--- config.mk ---
export PLATFORM = sky130hd
export DESIGN_NAME = sort_ctrl
export DESIGN_NICKNAME = d
export VERILOG_FILES = /design/src/rtl/sort_pkg.sv /design/src/rtl/sort_ctrl.sv
export SDC_FILE = /design/constraint.sdc
export NUM_CORES = 1
export LEC_CHECK = 0
export CAP_MARGIN = 15
export CORE_ASPECT_RATIO = 1.4
export CORE_MARGIN = 1.5
export CORE_UTILIZATION = 40
export CTS_BUF_LIST = sky130_fd_sc_hd__clkbuf_2 sky130_fd_sc_hd__clkbuf_4 sky130_fd_sc_hd__clkbuf_8
export CTS_CLUSTER_SIZE = 12
export DETAILED_ROUTE_END_ITERATION = 8
export PLACE_DENSITY = 0.67
export SETUP_SLACK_MARGIN = 0.4
export SKIP_LAST_GASP = 1
export SLEW_MARGIN = 20
export SYNTH_ARGS = -nofsm -noshare
export SYNTH_HDL_FRONTEND = slang
export SYNTH_SLANG_ARGS = --single-unit
--- constraint.sdc ---
create_clock -name clk_i -period 4.1 [get_ports clk_i]
set_clock_uncertainty 0.2 [all_clocks]
set_input_delay 0.41 -clock clk_i [delete_from_list [all_inputs] [get_ports clk_i]]
set_output_delay 0.41 -clock clk_i [all_outputs]
set_load 0.005 [all_outputs]
--- src/rtl/sort_pkg.sv ---
// Types and command encodings shared by sort_ctrl and the bubble-sorter core.
// Commands are one-hot-ish {sort,output,clear} triples, one per cycle.
package sort_pkg;

  typedef enum logic [2:0] {
    ST_IDLE,
    ST_CLEAR,
    ST_LOAD,
    ST_START,
    ST_WAIT,
    ST_UNLOAD
  } state_t;

  typedef struct packed {
    logic sort_op;
    logic output_op;
    logic clear_op;
  } sorter_cmd_t;

  localparam sorter_cmd_t CMD_NOP   = '{sort_op: 1'b0, output_op: 1'b0, clear_op: 1'b0};
  localparam sorter_cmd_t CMD_WRITE = '{sort_op: 1'b1, output_op: 1'b0, clear_op: 1'b0};
  localparam sorter_cmd_t CMD_START = '{sort_op: 1'b1, output_op: 1'b1, clear_op: 1'b0};
  localparam sorter_cmd_t CMD_READ  = '{sort_op: 1'b0, output_op: 1'b1, clear_op: 1'b0};
  localparam sorter_cmd_t CMD_CLEAR = '{sort_op: 1'b0, output_op: 1'b0, clear_op: 1'b1};

endpackage

--- src/rtl/sort_ctrl.sv ---
// Packet loader/unloader for the bubble sorter: WRITE words, START, wait for done, READ back as a stream.
// Commands registered (eop -> START 2 cycles, done -> first src word 2 cycles); sink stalled outside LOAD, source never stalls.
module sort_ctrl
  import sort_pkg::*;
#(
  parameter int DWIDTH = 8,
  parameter int AWIDTH = 4
) (
  input  logic              clk_i,
  input  logic              srst_i,

  input  logic [DWIDTH-1:0] snk_data_i,
  input  logic              snk_startofpacket_i,
  input  logic              snk_endofpacket_i,
  input  logic              snk_valid_i,
  output logic              snk_ready_o,

  output logic [DWIDTH-1:0] src_data_o,
  output logic              src_startofpacket_o,
  output logic              src_endofpacket_o,
  output logic              src_valid_o,

  output logic              sort_op_o,
  output logic              output_op_o,
  output logic              clear_op_o,
  output logic [AWIDTH-1:0] cntr_o,
  output logic [DWIDTH-1:0] data_o,
  input  logic              sort_done_i,
  input  logic [DWIDTH-1:0] data_i
);

  localparam int              MAXLEN   = 2 ** AWIDTH;
  localparam logic [AWIDTH:0] MAXLEN_L = (AWIDTH + 1)'(MAXLEN);
  localparam logic [AWIDTH:0] ONE_L    = (AWIDTH + 1)'(1);

  state_t              state_q, state_d;
  sorter_cmd_t         cmd_q, cmd_d;
  logic [AWIDTH-1:0]   cntr_q, cntr_d;
  logic [DWIDTH-1:0]   wdat_q, wdat_d;
  logic [AWIDTH:0]     idx_q, idx_d;
  logic [AWIDTH:0]     len_q, len_d;
  logic [AWIDTH:0]     rd_idx_q, rd_idx_d;
  logic                in_pkt_q, in_pkt_d;
  logic                ready_q;
  logic                src_vld_q, src_sop_q, src_eop_q;
  logic                accept;
  logic [AWIDTH-1:0]   len_m1;

  assign accept = snk_valid_i & ready_q;
  assign len_m1 = AWIDTH'(len_q - ONE_L);

  always_comb begin
    state_d  = state_q;
    cmd_d    = CMD_NOP;
    cntr_d   = '0;
    wdat_d   = '0;
    idx_d    = idx_q;
    len_d    = len_q;
    rd_idx_d = rd_idx_q;
    in_pkt_d = in_pkt_q;

    case (state_q)
      ST_IDLE: state_d = ST_CLEAR;

      ST_CLEAR: begin
        cmd_d    = CMD_CLEAR;
        idx_d    = '0;
        len_d    = '0;
        in_pkt_d = 1'b0;
        state_d  = ST_LOAD;
      end

      ST_LOAD: begin
        if (accept) begin
          if (snk_startofpacket_i) begin
            // sop always (re)starts the packet at index 0
            cmd_d    = CMD_WRITE;
            wdat_d   = snk_data_i;
            idx_d    = ONE_L;
            in_pkt_d = 1'b1;
            if (snk_endofpacket_i) begin
              len_d    = ONE_L;
              rd_idx_d = '0;
              state_d  = ST_UNLOAD;
            end
          end else if (in_pkt_q) begin
            if (idx_q < MAXLEN_L) begin
              cmd_d  = CMD_WRITE;
              cntr_d = idx_q[AWIDTH-1:0];
              wdat_d = snk_data_i;
              idx_d  = idx_q + ONE_L;
            end
            // Past MAXLEN words are dropped; length saturates
            if (snk_endofpacket_i) begin
              len_d   = (idx_q < MAXLEN_L) ? idx_q + ONE_L : MAXLEN_L;
              state_d = ST_START;
            end
          end
        end
      end

      ST_START: begin
        cmd_d   = CMD_START;
        cntr_d  = len_m1;
        state_d = ST_WAIT;
      end

      ST_WAIT: begin
        if (sort_done_i) begin
          cmd_d    = CMD_READ;
          rd_idx_d = ONE_L;
          state_d  = ST_UNLOAD;
        end
      end

      ST_UNLOAD: begin
        cmd_d    = CMD_READ;
        cntr_d   = rd_idx_q[AWIDTH-1:0];
        rd_idx_d = rd_idx_q + ONE_L;
        if (rd_idx_q + ONE_L == len_q) state_d = ST_CLEAR;
      end

      default: state_d = ST_IDLE;
    endcase
  end

  always_ff @(posedge clk_i) begin
    if (srst_i) begin
      state_q   <= ST_IDLE;
      cmd_q     <= CMD_NOP;
      cntr_q    <= '0;
      wdat_q    <= '0;
      idx_q     <= '0;
      len_q     <= '0;
      rd_idx_q  <= '0;
      in_pkt_q  <= 1'b0;
      ready_q   <= 1'b0;
      src_vld_q <= 1'b0;
      src_sop_q <= 1'b0;
      src_eop_q <= 1'b0;
    end else begin
      state_q   <= state_d;
      cmd_q     <= cmd_d;
      cntr_q    <= cntr_d;
      wdat_q    <= wdat_d;
      idx_q     <= idx_d;
      len_q     <= len_d;
      rd_idx_q  <= rd_idx_d;
      in_pkt_q  <= in_pkt_d;
      ready_q   <= (state_d == ST_LOAD);
      // Sorter returns read data one cycle after the READ command
      src_vld_q <= (cmd_q == CMD_READ);
      src_sop_q <= (cmd_q == CMD_READ) && (cntr_q == '0);
      src_eop_q <= (cmd_q == CMD_READ) && (cntr_q == len_m1);
    end
  end

  assign snk_ready_o         = ready_q;
  assign src_valid_o         = src_vld_q;
  assign src_startofpacket_o = src_sop_q;
  assign src_endofpacket_o   = src_eop_q;
  assign src_data_o          = src_vld_q ? data_i : '0;
  assign sort_op_o           = cmd_q.sort_op;
  assign output_op_o         = cmd_q.output_op;
  assign clear_op_o          = cmd_q.clear_op;
  assign cntr_o              = cntr_q;
  assign data_o              = wdat_q;

endmodule
==> results of run 1 <==
-- path summary, 6_finish.rpt --
kind | slack [ns] | to | cells past startpoint | startpoint
min reg2reg | 0.28 | len_q[4] | 2 | len_q[4]
min | 0.28 | len_q[4] | 2 | len_q[4]
max reg2reg | 1.66 | rd_idx_q[2] | 4 | state_q[2]
max | 1.66 | rd_idx_q[2] | 4 | state_q[2]
-- cells in the mapped netlist (2+ instances only) --
cell type	n
sky130_fd_sc_hd__nor2b_1	8
sky130_fd_sc_hd__nand4_1	2
sky130_fd_sc_hd__o31ai_1	3
sky130_fd_sc_hd__or3_1	5
sky130_fd_sc_hd__nand3b_1	2
sky130_fd_sc_hd__a22o_1	2
sky130_fd_sc_hd__buf_2	2
sky130_fd_sc_hd__clkbuf_1	6
sky130_fd_sc_hd__nand2b_1	2
sky130_fd_sc_hd__inv_1	8
sky130_fd_sc_hd__xnor2_1	6
sky130_fd_sc_hd__nor4b_2	2
sky130_fd_sc_hd__nor4_1	3
sky130_fd_sc_hd__xor2_1	8
sky130_fd_sc_hd__a21oi_1	14
sky130_fd_sc_hd__mux2i_1	6
sky130_fd_sc_hd__o41ai_1	3
sky130_fd_sc_hd__o21ai_0	7
sky130_fd_sc_hd__o2bb2ai_1	2
sky130_fd_sc_hd__a22oi_1	3
sky130_fd_sc_hd__and2_1	19
sky130_fd_sc_hd__nand2_1	22
sky130_fd_sc_hd__dfxtp_1	38
sky130_fd_sc_hd__nor2_1	8
sky130_fd_sc_hd__ha_1	6
sky130_fd_sc_hd__nand3_1	13
sky130_fd_sc_hd__a211oi_1	2
-- critical path: stages, from the launching register on --
cell and delay, ns:
sky130_fd_sc_hd__dfxtp_1 0.69, sky130_fd_sc_hd__nor2b_1 0.63, sky130_fd_sc_hd__nand3_1 0.20, sky130_fd_sc_hd__or3b_2 0.51, sky130_fd_sc_hd__a21oi_1 0.14
-- through the flow --
step | power (mW) | cell area [um2] | setup WS, ns
6_report | 0.834 | 2590 | 1.66
5_1_grt | 0.883 | 2590 | 1.48
4_1_cts | 0.842 | 2590 | 1.69
3_5_place_dp | 0.572 | 2490 | 1.55
3_3_place_gp | 0.572 | 2490 | 1.58
2_1_floorplan | 0.518 | 1970 | 2.34
-- where the power goes --
group / leakage [nW] / switching (mW) / internal, mW
Sequential: 0.307 / 0.0303 / 0.380
Clock: 0.0517 / 0.129 / 0.142
Combinational: 0.585 / 0.0772 / 0.0758
-- cell families (layout without fill, tap and decap cells) --
kind of cell,after synthesis,count (layout),share of synthesized area
AO/OA/AOI/OAI,45,45,0.160
XOR/XNOR,14,14,0.0623
adder cells (fa/ha/maj),6,6,0.0381
buffers and inverters,17,65,0.0375
flip-flops,38,38,0.387
multiplexers,6,6,0.0305
AND/OR/NAND/NOR,98,98,0.285
-- state kept, by name (all words and copies together), names as in the netlist, 3 cells and up --
register,count
data_o,8
cntr_o,4
rd_idx_q,5
idx_q,5
state_q,3
len_q,5
-- metal layers --
metal	wire, um	GRT usage	vias up
met5	0	0	-
met3	153	0.0341	12
li1	-	-	887
met1	1940	0.216	798
met4	148	0.107	0
met2	2610	0.358	38
-- cell type report --
class / instances / area [um2]
clock inverter: 1 / 5.00
sequential: 38 / 761
tap: 64 / 80.1
clock buffer: 7 / 90.1
multi-input combinational: 169 / 1140
timing repair buffer: 49 / 488
fill: 482 / 2210
inverter: 8 / 30.0
==> impl_metrics.csv, run 1 <==
group,metric,value,unit
timing,fin_setup_tns,0,ns
logic_synthesis,syn-cell-area,1970,um2
logic_synthesis,postSynthNetCount,252,
logic_synthesis,synth_seq_cells,38,
job,cap_viol_max_count,0,
die,initial_utilization,0.410,
worst_setup_path,critical_path.endpoint_type,"flop",
place,dpl.hpwl,3700,um
clocking,cts_setup_buffers,0,
timing,grt_setup_unrepaired,"false",
worst_setup_path,nature_of_the_critical_path_startpoint,"flop",
power,vdd.ir_drop.worst,0.203,mV
clocking,ctsHoldBuffers,0,
drt,drt-wirelength-per-cell,14.4,um
drt,number_of_drc_violations_after_detailed_routing,0,
drt,drt-initial-drc-count,39,
cells_and_area,layout.cells.most_common,"sky130_fd_sc_hd__clkdlybuf4s50_1",
die,floorplan.die_area,5360,um2
place,placedCellCount,328,
global_route,wire_length_of_the_first_global_routing_pass,8280,um
global_route,groute.usage.overall,0.196,
drt,via_count,1735,
global_route,initial_antenna_violation_count,0,
logic_synthesis,syn_avg_cell_area,8.79,um2
timing,count_of_final_setup_violators,0,
clocking,tritoncts_clock_tree,"yes",
power,cellPowerDensity,322,nW/um2
timing,slew_headroom,0.490,
worst_hold_path,min-delay-path-class,"reg2reg",
place,io_buffer_count,48,
timing,final_max_slew_viol_count,0,
cells_and_area,syn2layout_area_growth,31.8,%
logic_synthesis,synth-edff-count,0,
cells_and_area,post_route_core_utilization,0.540,
place,gpl.final_weighted_congestion,0.867,
power,leakage_power,0.943,nW
clocking,cts_root_buffer,"sky130_fd_sc_hd__clkbuf_8",
clocking,postCtsResizedCells,0,
die,fp.dieW,62.3,um
die,design.portCount,49,
timing,hold_viol_final,0,
cells_and_area,n_antenna_cell,0,
timing,fin_hold_ws,0.276,ns
logic_synthesis,netlist.top_cell.by_area,"sky130_fd_sc_hd__dfxtp_1",
timing,min_period_over_period,0.594,
die,fp.dieH,86.0,um
worst_setup_path,critical_path_class,"reg2reg",
cells_and_area,mostFrequentLayoutCells,"sky130_fd_sc_hd__clkdlybuf4s50_1 (48), sky130_fd_sc_hd__dfxtp_1 (38), sky130_fd_sc_hd__nand2_1 (22)",
cells_and_area,final_layout_size_suffix_gt1_frac,0.0588,
status,outcome,"complete, no violations",
clocking,cts_inserted_buffers,5,
clocking,htree_num_levels,2,
clocking,clock_insertion_delay_worst_skew,0.29,ns
worst_setup_path,timing.critical_path.required,4.13,ns
global_route,grt_overflow_total,0,
drt,firstDrtPassIters,4,
clocking,clock_sinks,38,
worst_setup_path,worst_ep_arrival_time,2.46,ns
drt,routed_wirelength,4850,um
timing,worst_slew_pin_slew,0.765,ns
logic_synthesis,synth_area_leaders,"sky130_fd_sc_hd__dfxtp_1 (39%), sky130_fd_sc_hd__and2_1 (6.0%), sky130_fd_sc_hd__nand2_1 (4.2%), sky130_fd_sc_hd__ha_1 (3.8%), sky130_fd_sc_hd__a21oi_1 (3.6%)",
logic_synthesis,seq_area_frac_synth,0.387,
clocking,clkSlewWorstSetupHoldPaths,0.07,ns
logic_synthesis,synth_async_sr_flop_share,0,
logic_synthesis,yosysTopAreaCellShare,0.387,
logic_synthesis,synth_warn,0,
logic_synthesis,synthCells,224,
cells_and_area,num-nets-final,299,
global_route,first_global_vias,1666,
worst_setup_path,worstPathMaxFanout,17,
cells_and_area,layoutNonFillerInstCount,336,
die,fp.coreArea,4800,um2
drt,route.antenna.remaining_nets,0,
die,placementRows,30,
clocking,cts_max_path_buffers,2,
global_route,grt_max_degree,22,
logic_synthesis,dominantRegCellSynth,"sky130_fd_sc_hd__dfxtp_1",
timing,min_period,2.44,ns
logic_synthesis,synth.distinct_cells,49,
timing,timing.fmax,411,MHz
drt,vias_per_cell,5.16,
Note: power is estimated with default switching activity, not from simulation.
==> run 2, diff against run 1 <==
clock period = 2.3 ns   (was 4.1 ns; I/O delays follow)
==> run 2 against run 1 <==
Compared with the run above: first-iteration DRC count is 18% higher; largest cell class unchanged; sequential power rose by 74%; die area stayed put; combinational power grew 130%; global-route usage up 0.25 points; hold slack improved by 0.013 ns; final cell count up 5.4%; non-clock buffer count rose by 19; largest power group unchanged; critical endpoint is now len_q[3]; critical path type is now in2reg.
==> impl_metrics.csv, run 2 (synthesis results as in run 1) <==
group,metric,value,unit
clocking,cts_max_path_buffers,2,
drt,drt-initial-drc-count,46,
worst_setup_path,worst_path_max_delay_cell,"sky130_fd_sc_hd__clkdlybuf4s50_1",
die,fp.coreArea,4800,um2
timing,min_period_over_period,0.815,
drt,routed_wirelength,5140,um
die,floorplan.die_area,5360,um2
drt,vias_per_cell,5.26,
worst_setup_path,critical_path.endpoint_type,"flop",
power,vdd.ir_drop.worst,0.406,mV
worst_setup_path,critical_path_class,"in2reg",
drt,route.antenna.remaining_nets,0,
die,fp.dieH,86.0,um
die,fp.dieW,62.3,um
power,cellPowerDensity,550,nW/um2
global_route,groute.usage.overall,0.198,
die,initial_utilization,0.410,
drt,drt-wirelength-per-cell,14.5,um
worst_setup_path,crit_path_max_incr_delay,0.50,ns
timing,fin_setup_tns,0,ns
die,placementRows,30,
place,io_buffer_count,48,
power,leakage_power,1.04,nW
timing,fin_hold_ws,0.289,ns
timing,final_max_slew_viol_count,0,
clocking,cts_inserted_buffers,5,
cells_and_area,n_antenna_cell,0,
timing,slew_headroom,0.621,
cells_and_area,layout.cells.most_common,"sky130_fd_sc_hd__clkdlybuf4s50_1",
worst_hold_path,min-delay-path-class,"reg2reg",
timing,timing.fmax,533,MHz
cells_and_area,syn2layout_area_growth,39.4,%
worst_setup_path,crit_path_cell_trace,"clkdlybuf4s50_1 > nand4b_1 > o32a_4 > or4b_4 > a21oi_2",
cells_and_area,num-nets-final,318,
cells_and_area,mostFrequentLayoutCells,"sky130_fd_sc_hd__clkdlybuf4s50_1 (48), sky130_fd_sc_hd__dfxtp_1 (34), sky130_fd_sc_hd__nand2_1 (22)",
timing,setup_ws,0.425,ns
clocking,clkSlewWorstSetupHoldPaths,0.06,ns
job,cap_viol_max_count,0,
timing,min_period,1.87,ns
global_route,grt_max_degree,14,
place,pre_cts_ws,0.176,ns
clocking,tritoncts_clock_tree,"yes",
die,design.portCount,49,
global_route,wire_length_of_the_first_global_routing_pass,8360,um
worst_setup_path,timing.critical_path.required,2.33,ns
cells_and_area,final_layout_size_suffix_gt1_frac,0.138,
place,dpl.hpwl,3950,um
global_route,first_global_vias,1741,
place,gpl.final_weighted_congestion,0.847,
clocking,ctsHoldBuffers,0,
status,outcome,"complete, no violations",
timing,hold_viol_final,0,
cells_and_area,final.fill_count,458,
global_route,grt_overflow_total,0,
timing,count_of_final_setup_violators,0,
clocking,clock_insertion_delay_worst_skew,0.29,ns
cells_and_area,largest_register_ff_count,8,
clocking,clock_sinks,38,
worst_setup_path,worstPathMaxFanout,7,
worst_setup_path,nature_of_the_critical_path_startpoint,"input pin",
drt,via_count,1861,
clocking,cts_root_buffer,"sky130_fd_sc_hd__clkbuf_8",
drt,number_of_drc_violations_after_detailed_routing,0,
timing,worst_slew_pin_slew,0.567,ns
timing,grt_setup_unrepaired,"true",
clocking,htree_num_levels,2,
drt,firstDrtPassIters,5,
global_route,initial_antenna_violation_count,0,
worst_setup_path,worst_ep_arrival_time,1.90,ns
[run 2: changes by cell type in the layout (fill, tap and decap cells not counted), moves of 2 or more]
cell and change:
sky130_fd_sc_hd__buf_4 +19, sky130_fd_sc_hd__dfxtp_1 -4, sky130_fd_sc_hd__dfxtp_2 +2, sky130_fd_sc_hd__dfxtp_4 +2
[run 2: through the flow]
| step | utilization | cells | power, mW | cell area, um2 |
|---|---|---|---|---|
| floorplan | - | 224 | 0.923 | 1970 |
| global placement | 0.539 | 341 | 1.04 | 2590 |
| detailed placement | 0.539 | 341 | 1.05 | 2590 |
| CTS | 0.557 | 348 | 1.49 | 2680 |
| global route | 0.571 | 354 | 1.60 | 2740 |
| finish | 0.571 | 354 | 1.51 | 2740 |
[run 2: worst max-delay path: cells and delay by family]
kind                   cells  cell delay, ns
AO/OA/AOI/OAI              2            0.56
buffers and inverters      1            0.50
AND/OR/NAND/NOR            2            0.62
[run 2: where the power goes]
group	switching (mW)	internal, mW
Clock	0.213	0.232
Sequential	0.0315	0.680
Combinational	0.176	0.178
[run 2: cell type report]
cell class | count | area, um2 | share of cell area
multi-input cells | 169 | 1150 | 0.419
repair buffers | 68 | 631 | 0.230
inverters | 8 | 30.0 | 0.0109
flip-flops and latches | 38 | 771 | 0.281
clock buffers | 7 | 83.8 | 0.0306
well taps | 64 | 80.1 | 0.0292
[run 2: repair_timing]
action,CTS,global route
gates cloned,0,0
setup endpoints to repair,2,8
gates resized for setup,2,7
setup buffers,0,6
pin swaps,0,3
[run 2: path summary, 6_finish.rpt]
check / depth (start not counted) / startpoint / slack, ns / to
max: 5 / snk_endofpacket_i / 0.43 / len_q[3]
min: 2 / len_q[4] / 0.29 / len_q[4]
max reg2reg: 4 / state_q[2] / 0.43 / len_q[3]
min reg2reg: 2 / len_q[4] / 0.29 / len_q[4]
[run 2: metal layers]
layer  part of all wire  wire (um)  global-route usage
met1               0.39       2000               0.203
met2               0.56       2870               0.385
met3              0.030        156              0.0394
met4              0.022        114              0.0909
met5                  0          0                   0
